`src/rtl/pif_xi_bridge.sv`:
```
// I2C-slave-to-XI register bridge: address/data bytes from the I2C layer become
// XI register writes, and read requests fetch one byte from XO per tx_req.
module pif_xi_bridge #(
  parameter int DATA_W = 6,
  parameter int A_W    = 6,
  parameter int SUBA_W = 4,
  parameter int RD_LAT = 6
) (
  input  logic              xclk,
  input  logic              sys_rst,
  input  logic              i2c_start,
  input  logic              i2c_stop,
  input  logic              rx_valid,
  input  logic [7:0]        rx_byte,
  input  logic              tx_req,
  output logic [7:0]        tx_byte,
  output logic              tx_valid,
  output logic              busy,
  output logic              xi_pwr,
  output logic [A_W-1:0]    xi_prwa,
  output logic [DATA_W-1:0] xi_pd,
  output logic [SUBA_W-1:0] xi_prdsuba,
  output logic              xi_prdfinished,
  input  logic [7:0]        xo
);

  localparam int CNT_W = (RD_LAT > 2) ? $clog2(RD_LAT) : 1;
  // Loading RD_LAT-1 puts tx_valid RD_LAT+1 cycles after the tx_req cycle.
  localparam logic [CNT_W-1:0] CNT_LOAD = CNT_W'(RD_LAT - 1);

  typedef enum logic [1:0] {
    IDLE   = 2'd0,
    ADDR   = 2'd1,
    DATA   = 2'd2,
    RFETCH = 2'd3
  } state_t;

  state_t           state, state_nxt;
  logic [CNT_W-1:0] cnt;

  logic bus_evt;
  logic addr_load;
  logic wr_fire;
  logic fetch_go;
  logic fetch_done;

  // START/STOP outrank every byte-level event in the same cycle.
  assign bus_evt    = i2c_start | i2c_stop;
  assign fetch_go   = ((state == ADDR) || (state == DATA)) && tx_req && !bus_evt;
  assign addr_load  = (state == ADDR) && rx_valid && !tx_req && !bus_evt;
  assign wr_fire    = (state == DATA) && rx_valid && !tx_req && !bus_evt;
  assign fetch_done = (state == RFETCH) && (cnt == '0) && !bus_evt;

  // State register.
  // NOTE: every clocked process uses non-blocking assignments so all registers
  // update together at the edge and read each other's pre-edge values.
  always_ff @(posedge xclk or negedge sys_rst) begin
    if (!sys_rst) state <= IDLE;
    else          state <= state_nxt;
  end

  // Next-state logic.
  // NOTE: state_nxt gets a default before any branch, so no path leaves it
  // unassigned and no latch is inferred.
  always_comb begin
    state_nxt = state;
    if (i2c_start) begin
      state_nxt = ADDR;
    end else if (i2c_stop) begin
      state_nxt = IDLE;
    end else begin
      unique case (state)
        IDLE:   state_nxt = IDLE;
        ADDR:   if (tx_req) state_nxt = RFETCH;
                else if (rx_valid) state_nxt = DATA;
        DATA:   if (tx_req) state_nxt = RFETCH;
        RFETCH: if (cnt == '0) state_nxt = DATA;
        default: state_nxt = IDLE;
      endcase
    end
  end

  // Output logic.
  always_comb begin
    busy = (state == RFETCH);
  end

  // Fetch latency counter; only meaningful while in RFETCH.
  always_ff @(posedge xclk or negedge sys_rst) begin
    if (!sys_rst) begin
      cnt <= '0;
    end else if (fetch_go) begin
      cnt <= CNT_LOAD;
    end else if ((state == RFETCH) && (cnt != '0)) begin
      cnt <= cnt - CNT_W'(1);
    end
  end

  // XI write side: address latched in ADDR, one strobe per data byte in DATA.
  always_ff @(posedge xclk or negedge sys_rst) begin
    if (!sys_rst) begin
      xi_prwa <= '0;
      xi_pd   <= '0;
      xi_pwr  <= 1'b0;
    end else begin
      xi_pwr <= wr_fire;
      if (addr_load) xi_prwa <= rx_byte[A_W-1:0];
      if (wr_fire)   xi_pd   <= rx_byte[DATA_W-1:0];
    end
  end

  // Read side: capture XO at the end of the fetch, then retire the byte and
  // advance the sub-address one cycle later so it stays stable during RFETCH.
  always_ff @(posedge xclk or negedge sys_rst) begin
    if (!sys_rst) begin
      tx_byte        <= '0;
      tx_valid       <= 1'b0;
      xi_prdfinished <= 1'b0;
      xi_prdsuba     <= '0;
    end else begin
      tx_valid       <= fetch_done;
      xi_prdfinished <= tx_valid;
      if (fetch_done) tx_byte <= xo;
      if (i2c_start)     xi_prdsuba <= '0;
      else if (tx_valid) xi_prdsuba <= xi_prdsuba + SUBA_W'(1);
    end
  end

  a_no_pwr_with_tx: assert property (@(posedge xclk) disable iff (!sys_rst)
    !(xi_pwr && tx_valid));

endmodule

```
`config.mk`:
```
export PLATFORM = sky130hd
export DESIGN_NAME = pif_xi_bridge
export DESIGN_NICKNAME = d
export VERILOG_FILES = /design/src/rtl/pif_xi_bridge.sv
export SDC_FILE = /design/constraint.sdc
export NUM_CORES = 1
export LEC_CHECK = 0
export ABC_AREA = 1
export CAP_MARGIN = 20
export CORE_UTILIZATION = 48
export DETAILED_ROUTE_END_ITERATION = 10
export PLACE_DENSITY = 0.8
export SYNTH_ARGS = -nofsm -noshare
export SYNTH_HDL_FRONTEND = slang
export SYNTH_SLANG_ARGS = --single-unit
export TNS_END_PERCENT = 100
```
`constraint.sdc`:
```
create_clock -name xclk -period 3.2 [get_ports xclk]
set_input_delay 0.32 -clock xclk [delete_from_list [all_inputs] [get_ports xclk]]
set_output_delay 0.32 -clock xclk [all_outputs]
set_load 0.02 [all_outputs]
```
---- Yosys cells after proc, flatten, opt, wreduce, memory -nomap -nowiden ----
Index checks and enable logic that the tools add are counted.
word-level totals
  register bits ........................... 32
  input bits .............................. 22
  output and inout port bits .............. 28
cells by class
  add/subtract/negate cells ............... 2
  equality and inequality tests ........... 6
  multiplexer cells ....................... 11
  bitwise operators ....................... 1
  reductions and logical operators ........ 20
operators with widths
  operator                                             number
  two-way mux 2 bit                                    6
  logical AND 1 bit                                    11
  two-way mux 4 bit                                    2
  case mux 2 bit (4 select lines)                      1
  two-way mux 3 bit                                    2
  != test 5 bit, second input constant                 1
  adder 4 x 1 -> 4 bit, second input constant          1
  equality test 2 bit, second input constant           2
  != test 4 x 3 -> 1 bit, second input constant        1
  != test 4 bit, second input constant                 1
  nonzero test 2 bit                                   2
  zero test 3 bit                                      1
  AND reduction 3 bit                                  1
  nonzero test 3 bit                                   1
  subtractor 3 x 1 -> 3 bit, second input constant     1
  equality test 2 x 1 -> 1 bit, second input constant  1
  zero test 1 bit                                      2
  zero test 2 bit                                      1
  logical OR 1 bit                                     1
  OR 1 bit                                             1

---- Depth between registers and ports, before layout ----
Gate-level depths: netlist of the first run.
  depth after elaboration ................. 5
  mapped depth ............................ 8
  depth with buffers taken out ............ 8

---- Worst setup path before layout of the first run ----
Ideal clock, no wire load.
  kind .................................... reg2reg
  start point ............................. register state[0]
  end point ............................... register cnt[2]
  arrival time ............................ 1179 ps
  path slack .............................. 1896 ps
  stages on the path, launching flop included .. 7
  period minus slack after synthesis ...... 1304 ps
  cells stage by stage .................... dfrtp_1 -> ha_1 -> nand2_1 -> inv_1 -> nand2_1 -> nand2_1 -> nand3_1
between the ends
  elaborated cells on any way between the ends .. 9
  those cells by class .................... 3 x eq/ne; 1 x mux; 5 x reduce/logical
RTL lines
  item                          RTL line  text
  start: declaration            38        state_t state, state_nxt;
  start signal: assignment      59        else state <= state_nxt;
  equality test 2 bit           --
  via busy                      18        output logic busy,
  logical AND 1 bit             94        end else if ((state == RFETCH) && (cnt != '0)) begin
  nonzero test 2 bit (no line)  --
  end signal: assignment        95        cnt <= cnt - CNT_W'(1);
  end: declaration              39        logic [CNT_W-1:0] cnt;
The timed path passes the listed nets, and every way through them passes these cells.
A chain may end at the register's enable or synchronous reset.

---- Final worst setup path of the first run ----
  start point ............................. register state[0]
  end point ............................... output port busy
between the ends
  longest elaborated chain between the ends .. 1
ends and longest elaborated chain
  item                 RTL line  text
  equality test 2 bit  85        busy = (state == RFETCH);
  end: declaration     18
Every way passes these cells.

==> run_results.csv, run 1 <==
group,metric,value,unit
clock_tree,cts_tree,"done",
placement,port-buffer-count,47,
floorplan,floorplan.rows,19,
logic_synthesis,synthTopCellsByArea,"dfrtp_1 53%, nand2_1 16%, ha_1 6.7%, inv_1 4.7%, o21ai_2 3.5%",
route,initialDrtViolationCount,27,
global_route,antenna_found_initial,0,
floorplan,num_io_pins,50,
worst_setup_path,crit_type,"flip-flop to primary output",
finish,fin_area,0.00209,sq mm
logic_synthesis,ys_warn_count,0,
worst_setup_path,critPathMaxStageDelay,640,ps
logic_synthesis,ys_ff_latch,32,
power,vdd_drop_max,0.351,mV
worst_setup_path,r2r_setup_slack,1670,ps
route,wl_per_cell,12.4,um
logic_synthesis,synth.largest_area_cell,"dfrtp_1",
route,via_per_inst,4.98,
logic_synthesis,async_flop_share,100,%
placement,gp_congestion,0.821,
global_route,grt_max_degree,33,
timing,fmax,491,MHz
finish,area_growth,38.7,%
global_route,grt_pass1_wl,5.27,mm
clock_tree,cts-root-buf,"clkbuf_4",
timing,hold_viol_final,0,
logic_synthesis,synth_compound_area_share,6.82,%
route,dr.pass1.iters,7,
clock_tree,post_cts_buffers,0,
power,power.leakage,1.09,nW
worst_setup_path,critPathRequiredTime,2880,ps
clock_tree,post_cts_resized,0,
clock_tree,clkTransAtPathRegs,100,ps
floorplan,dieArea,0.00336,sq mm
logic_synthesis,synth_edf_count,0,
outcome,status,"finished, violations left",
timing,finalSetupViolCount,0,
logic_synthesis,yosysMostFrequentCell,"nand2_1",
timing,worstMarginPinSlew,415,ps
worst_setup_path,path_max_fanout,6,
flow_run,cap_violations,0,
worst_setup_path,cpLargestDelayFamily,"buffers and inverters",
worst_setup_path,cp.arrival,1720,ps
finish,nets,251,
clock_tree,htreeDepth,2,
logic_synthesis,synthesis.area,0.00151,sq mm
logic_synthesis,ys_seq_area_share,53.2,%
route,detail-route-antenna-nets,0,
logic_synthesis,synth_top_family_by_area,"simple AND/OR/NAND/NOR gates",
route,wirelength,3.14,mm
floorplan,core,0.00285,sq mm
logic_synthesis,synthCells,167,
clock_tree,clock_path_buffers,2,
logic_synthesis,syn_area_per_cell,9.01,sq um
logic_synthesis,synth_fa_ha_area_share,6.65,%
placement,placed_cell_area,0.00201,sq mm
timing,setup_tns,0,ps
route,vias,1259,
worst_setup_path,worstSetupEndpointType,"primary output",
placement,dp_hpwl,2.49,mm
worst_setup_path,critPathSlowestCell,"clkdlybuf4s50_1",
floorplan,start_util,52.8,%
logic_synthesis,yosys.area_share.xor_xnor,0,%
floorplan,die_w,58,um
placement,place_ws,1300,ps
clock_tree,cts.sinks,32,
finish,postLayoutCoreUtil,73.2,%
clock_tree,insertion_delay,330,ps
worst_setup_path,path_buf_inv,1,
timing,post-route-period-util,63.7,%
timing,fin_ws,1160,ps
timing,rsz0062_at_grt,"false",
worst_setup_path,cp.depth,2,
global_route,grt_usage,21.2,%
power,power_density,540,mW/mm^2
clock_tree,postCtsHoldBufs,0,
logic_synthesis,synth-simple-area-share,27.6,%
logic_synthesis,yosys-top-cells-count,"65 x nand2_1, 32 x dfrtp_1, 19 x inv_1",
floorplan,chipHeight,58,um
global_route,first_global_vias,1233,
logic_synthesis,ys_types,17,
logic_synthesis,synth-main-ff-cell,"dfrtp_1",
timing,slew_violations,0,
timing,whs,367,ps
logic_synthesis,synth_fp_nets,197,
finish,layout-drive-gt1-share,9.46,%
worst_setup_path,worstPathCellList,"ha_1 -> clkdlybuf4s50_1",
route,route.detailed.drc,3,
worst_hold_path,worstHoldPathType,"primary input to asynchronous set/reset pin",
worst_setup_path,worst_r2r_path_depth,5,
global_route,gr-total-overflow,0,
logic_synthesis,synth_mux_area_share,0,%
outcome,violations,"design-rule violations",
finish,num_antenna_cells,0,
clock_tree,cts_buffers,5,
worst_setup_path,worstSetupStartpointType,"flip-flop",
timing,period_minus_slack,2040,ps
timing,finalClockSkew,4.80,ps
logic_synthesis,yosysTopAreaCellShare,53.2,%
timing,relSlewSlack,72.3,%
[where the power goes]
part / total [mW] / switching [mW] / leakage [nW] / internal, mW
clock network: 0.298 / 0.134 / 0.0422 / 0.164
logic: 0.327 / 0.176 / 0.619 / 0.150
registers: 0.503 / 0.0354 / 0.425 / 0.467
[area by class of cell]
| cell class | count | area, sq um |
|---|---|---|
| clock buffers | 6 | 41.3 |
| clock inverters | 2 | 35.0 |
| fillers | 224 | 766 |
| inverters | 20 | 75.1 |
| multi-input cells | 114 | 618 |
| flip-flops and latches | 32 | 801 |
| well taps | 31 | 38.8 |
| repair buffers | 48 | 478 |
[path summary, 6_finish.rpt]
check	endpoint	start
min in group xclk	tx_byte[3]$_DFFE_PN0P_	tx_byte[3]$_DFFE_PN0P_
max in group asynchronous	tx_byte[5]$_DFFE_PN0P_	sys_rst
hold / removal	xi_prdsuba[3]$_DFFE_PN0P_	sys_rst
setup / recovery	busy	state[0]$_DFFE_PN0P_
setup reg to reg	xi_prwa[2]$_DFFE_PN0P_	state[1]$_DFFE_PN0P_
hold reg to reg	tx_byte[3]$_DFFE_PN0P_	tx_byte[3]$_DFFE_PN0P_
[cells by family after synthesis]
| kind of cell | count (synthesis) |
|---|---|
| AOI/OAI and AO/OA | 16 |
| adders and majority gates | 8 |
| DFF | 32 |
| buffers and inverters | 21 |
| and+or+nand+nor | 90 |
[worst register-to-register path: cells and delay by family (launching register included)]
kind                       cells  cell delay [ps]
and+or+nand+nor                2              560
DFF                            1              430
adders and majority gates      1              220
buffers and inverters          1              150
AOI/OAI and AO/OA              1               70
[registers in the layout, indices dropped and copies added (netlist names)]
signal / count
tx_byte: 8
xi_pd: 6
xi_prwa: 6
xi_prdsuba: 4
cnt: 3
state: 2
tx_valid: 1
xi_prdfinished: 1
xi_pwr: 1
[per-layer routing]
layer,GRT usage [%],up-vias,part of all wire (%)
li1,-,629,-
met1,22.8,579,38
met2,36.8,40,53
met3,6.92,11,6.3
met4,11.6,0,2.8
met5,0,-,0
[through the flow]
| step | instances | power (mW) |
|---|---|---|
| 2_1_floorplan | 167 | 0.684 |
| 3_3_place_gp | 245 | 0.823 |
| 3_5_place_dp | 245 | 0.841 |
| 4_1_cts | 253 | 1.14 |
| 5_1_grt | 253 | 1.19 |
| 6_report | 253 | 1.13 |
[cells in the final DEF (no fill, tap or decap)]
cell type / instances
nor3_1: 2
inv_2: 1
inv_1: 19
nor2_1: 7
o21ai_2: 6
nand4_2: 1
a21oi_1: 3
clkinv_2: 1
o21ai_0: 7
dfrtp_1: 32
nand2_1: 65
nor2_4: 1
buf_4: 1
nand2_2: 1
clkdlybuf4s50_1: 47
ha_1: 8
nor2_8: 1
nand3_4: 2
clkbuf_4: 5
nand3_1: 10
clkbuf_1: 1
bufinv_16: 1
No activity file was read; power rests on OpenSTA's default activity.
==> run 2: changes to the inputs <==
Settings changed: CORE_UTILIZATION 48 to 41, PLACE_DENSITY 0.8 to 0.73.
Clock period 3.2 ns to 1.7 ns, I/O delays scaled along.
==> run 2 against run 1 <==
Against the previous run:
- the run now ends clean
- clock power is 89% higher
- global-route usage is 4.1 points lower
- non-clock buffer count is 1 higher
- clock-buffer cell count stayed put
- worst setup slack worse by 1100 ps
- hold slack worse by 130 ps
- first-iteration DRC count grew to 3.1 times the previous value
- total power is 87% higher
- via count is 0.95% lower
- sequential cell count stayed put
- die area is 16% higher
- register-to-register slack worse by 1300 ps
- largest power group unchanged
==> run_results.csv, run 2 (same netlist as run 1, synthesis figures left out) <==
group,metric,value,unit
floorplan,floorplan.rows,21,
timing,relSlewSlack,73.4,%
timing,period_minus_slack,1590,ps
worst_setup_path,worstPathCellList,"ha_1 -> dlygate4sd2_1",
floorplan,chipHeight,62.6,um
finish,num_antenna_cells,0,
global_route,gr-total-overflow,0,
clock_tree,clock_path_buffers,2,
worst_setup_path,path_max_fanout,6,
timing,worstMarginPinSlew,399,ps
placement,port-buffer-count,47,
power,power_density,1000,mW/mm^2
timing,rsz0062_at_grt,"false",
timing,setup_tns,0,ps
worst_setup_path,startpoint,"state[0]$_DFFE_PN0P_",
finish,largestRegisters,"tx_byte (8), xi_pd (6), xi_prwa (6)",
timing,finalSetupViolCount,0,
worst_setup_path,worstSetupEndpointType,"primary output",
worst_setup_path,worstSetupStartpointType,"flip-flop",
worst_setup_path,cp.arrival,1420,ps
placement,place_ws,124,ps
route,wirelength,2.96,mm
floorplan,die_w,62.6,um
power,vdd_drop_max,0.557,mV
outcome,status,"finished, final reports clean",
route,dr.pass1.iters,4,
global_route,grt_usage,17.1,%
finish,fin_area,0.00211,sq mm
finish,final_common_cell,"nand2_1",
timing,post-route-period-util,93.7,%
global_route,grt_max_degree,33,
worst_hold_path,worstHoldPathType,"primary input to asynchronous set/reset pin",
worst_setup_path,critPathSlowestCell,"dfrtp_1",
route,route.detailed.drc,0,
power,power.leakage,1.09,nW
clock_tree,cts_buffers,5,
floorplan,start_util,44.1,%
global_route,busiest_layer,"met2",
worst_setup_path,crit_type,"flip-flop to primary output",
global_route,met3_usage,5.29,%
route,via_per_inst,4.64,
clock_tree,post_cts_buffers,0,
clock_tree,postCtsHoldBufs,0,
finish,layout-drive-gt1-share,9.87,%
clock_tree,cts.sinks,32,
finish,area_growth,40.3,%
worst_setup_path,critPathMaxStageDelay,450,ps
timing,hold_viol_final,0,
route,initialDrtViolationCount,83,
clock_tree,clkTransAtPathRegs,100,ps
route,wl_per_cell,11.0,um
global_route,met1_usage,21.2,%
timing,whs,239,ps
clock_tree,post_cts_resized,1,
worst_setup_path,worst_r2r_path_depth,8,
timing,slew_violations,0,
timing,fin_ws,106,ps
clock_tree,insertion_delay,320,ps
floorplan,core,0.00342,sq mm
clock_tree,cts-root-buf,"clkbuf_4",
finish,top_register,"tx_byte",
clock_tree,htreeDepth,2,
timing,finalClockSkew,5.18,ps
worst_setup_path,r2r_start,"cnt[0]$_DFFE_PN0P_",
finish,nets,252,
placement,placed_cell_area,0.00204,sq mm
floorplan,dieArea,0.00392,sq mm
global_route,grt_pass1_wl,5.23,mm
global_route,antenna_found_initial,0,
worst_setup_path,critPathRequiredTime,1530,ps
global_route,first_global_vias,1209,
floorplan,num_io_pins,50,
timing,fmax,627,MHz
global_route,met2_usage,27.6,%
placement,gp_congestion,0.769,
finish,largest_register_ff_count,8,
power,p_total,2.11,mW
route,vias,1247,
finish,mostFrequentLayoutCells,"65 x nand2_1, 46 x clkdlybuf4s50_1, 32 x dfrtp_1",
placement,dp_hpwl,2.16,mm
clock_tree,cts_tree,"done",
flow_run,cap_violations,0,
route,detail-route-antenna-nets,0,
-- run 2: cell count changes in the layout (fill, tap and decap cells not counted) --
cell / delta
buf_4: +1
clkdlybuf4s50_1: -1
dlygate4sd2_1: +1
-- run 2: critical path, delay by kind of cell, from the launching register on --
| family | cells | cell delay, ps |
|---|---|---|
| DFF | 1 | 450 |
| adders and majority gates | 1 | 300 |
| buffers and inverters | 1 | 360 |
-- run 2: path summary, 6_finish.rpt --
path	endpoint	slack, ps
min in group xclk	tx_byte[4]$_DFFE_PN0P_	380
max in group asynchronous	xi_prdsuba[3]$_DFFE_PN0P_	1170
hold / removal	xi_prdsuba[0]$_DFFE_PN0P_	240
setup / recovery	busy	110
hold reg to reg	tx_byte[0]$_DFFE_PN0P_	480
setup reg to reg	tx_byte[2]$_DFFE_PN0P_	370
-- run 2: stage by stage --
| stage | cells | util [%] |
|---|---|---|
| final | 269 | 61.8 |
| after global placement | 261 | 59.6 |
| after global routing | 269 | 61.8 |
| after detailed placement | 261 | 59.6 |
| after floorplan | 167 | - |
| after CTS | 269 | 61.8 |
-- run 2: routing by layer --
| metal | part of all wire, % | routed length [um] |
|---|---|---|
| met1 | 45 | 1330 |
| met2 | 48 | 1420 |
| met3 | 5.7 | 170 |
| met4 | 1.2 | 35 |
| met5 | 0 | 0 |
-- run 2: layout make-up --
| type | count | area (sq um) |
|---|---|---|
| Sequential cell | 32 | 801 |
| Fill cell | 316 | 1300 |
| Timing Repair Buffer | 49 | 484 |
| Tap cell | 46 | 57.6 |
| Clock buffer | 6 | 41.3 |
| Clock inverter | 2 | 35.0 |
| Inverter | 20 | 75.1 |
| Multi-Input combinational cell | 114 | 618 |
-- run 2: where the power goes --
group | switching, mW | internal, mW | total [mW] | leakage, nW
sequential | 0.0645 | 0.879 | 0.944 | 0.425
clock | 0.254 | 0.308 | 0.562 | 0.0422
combinational | 0.324 | 0.283 | 0.607 | 0.627
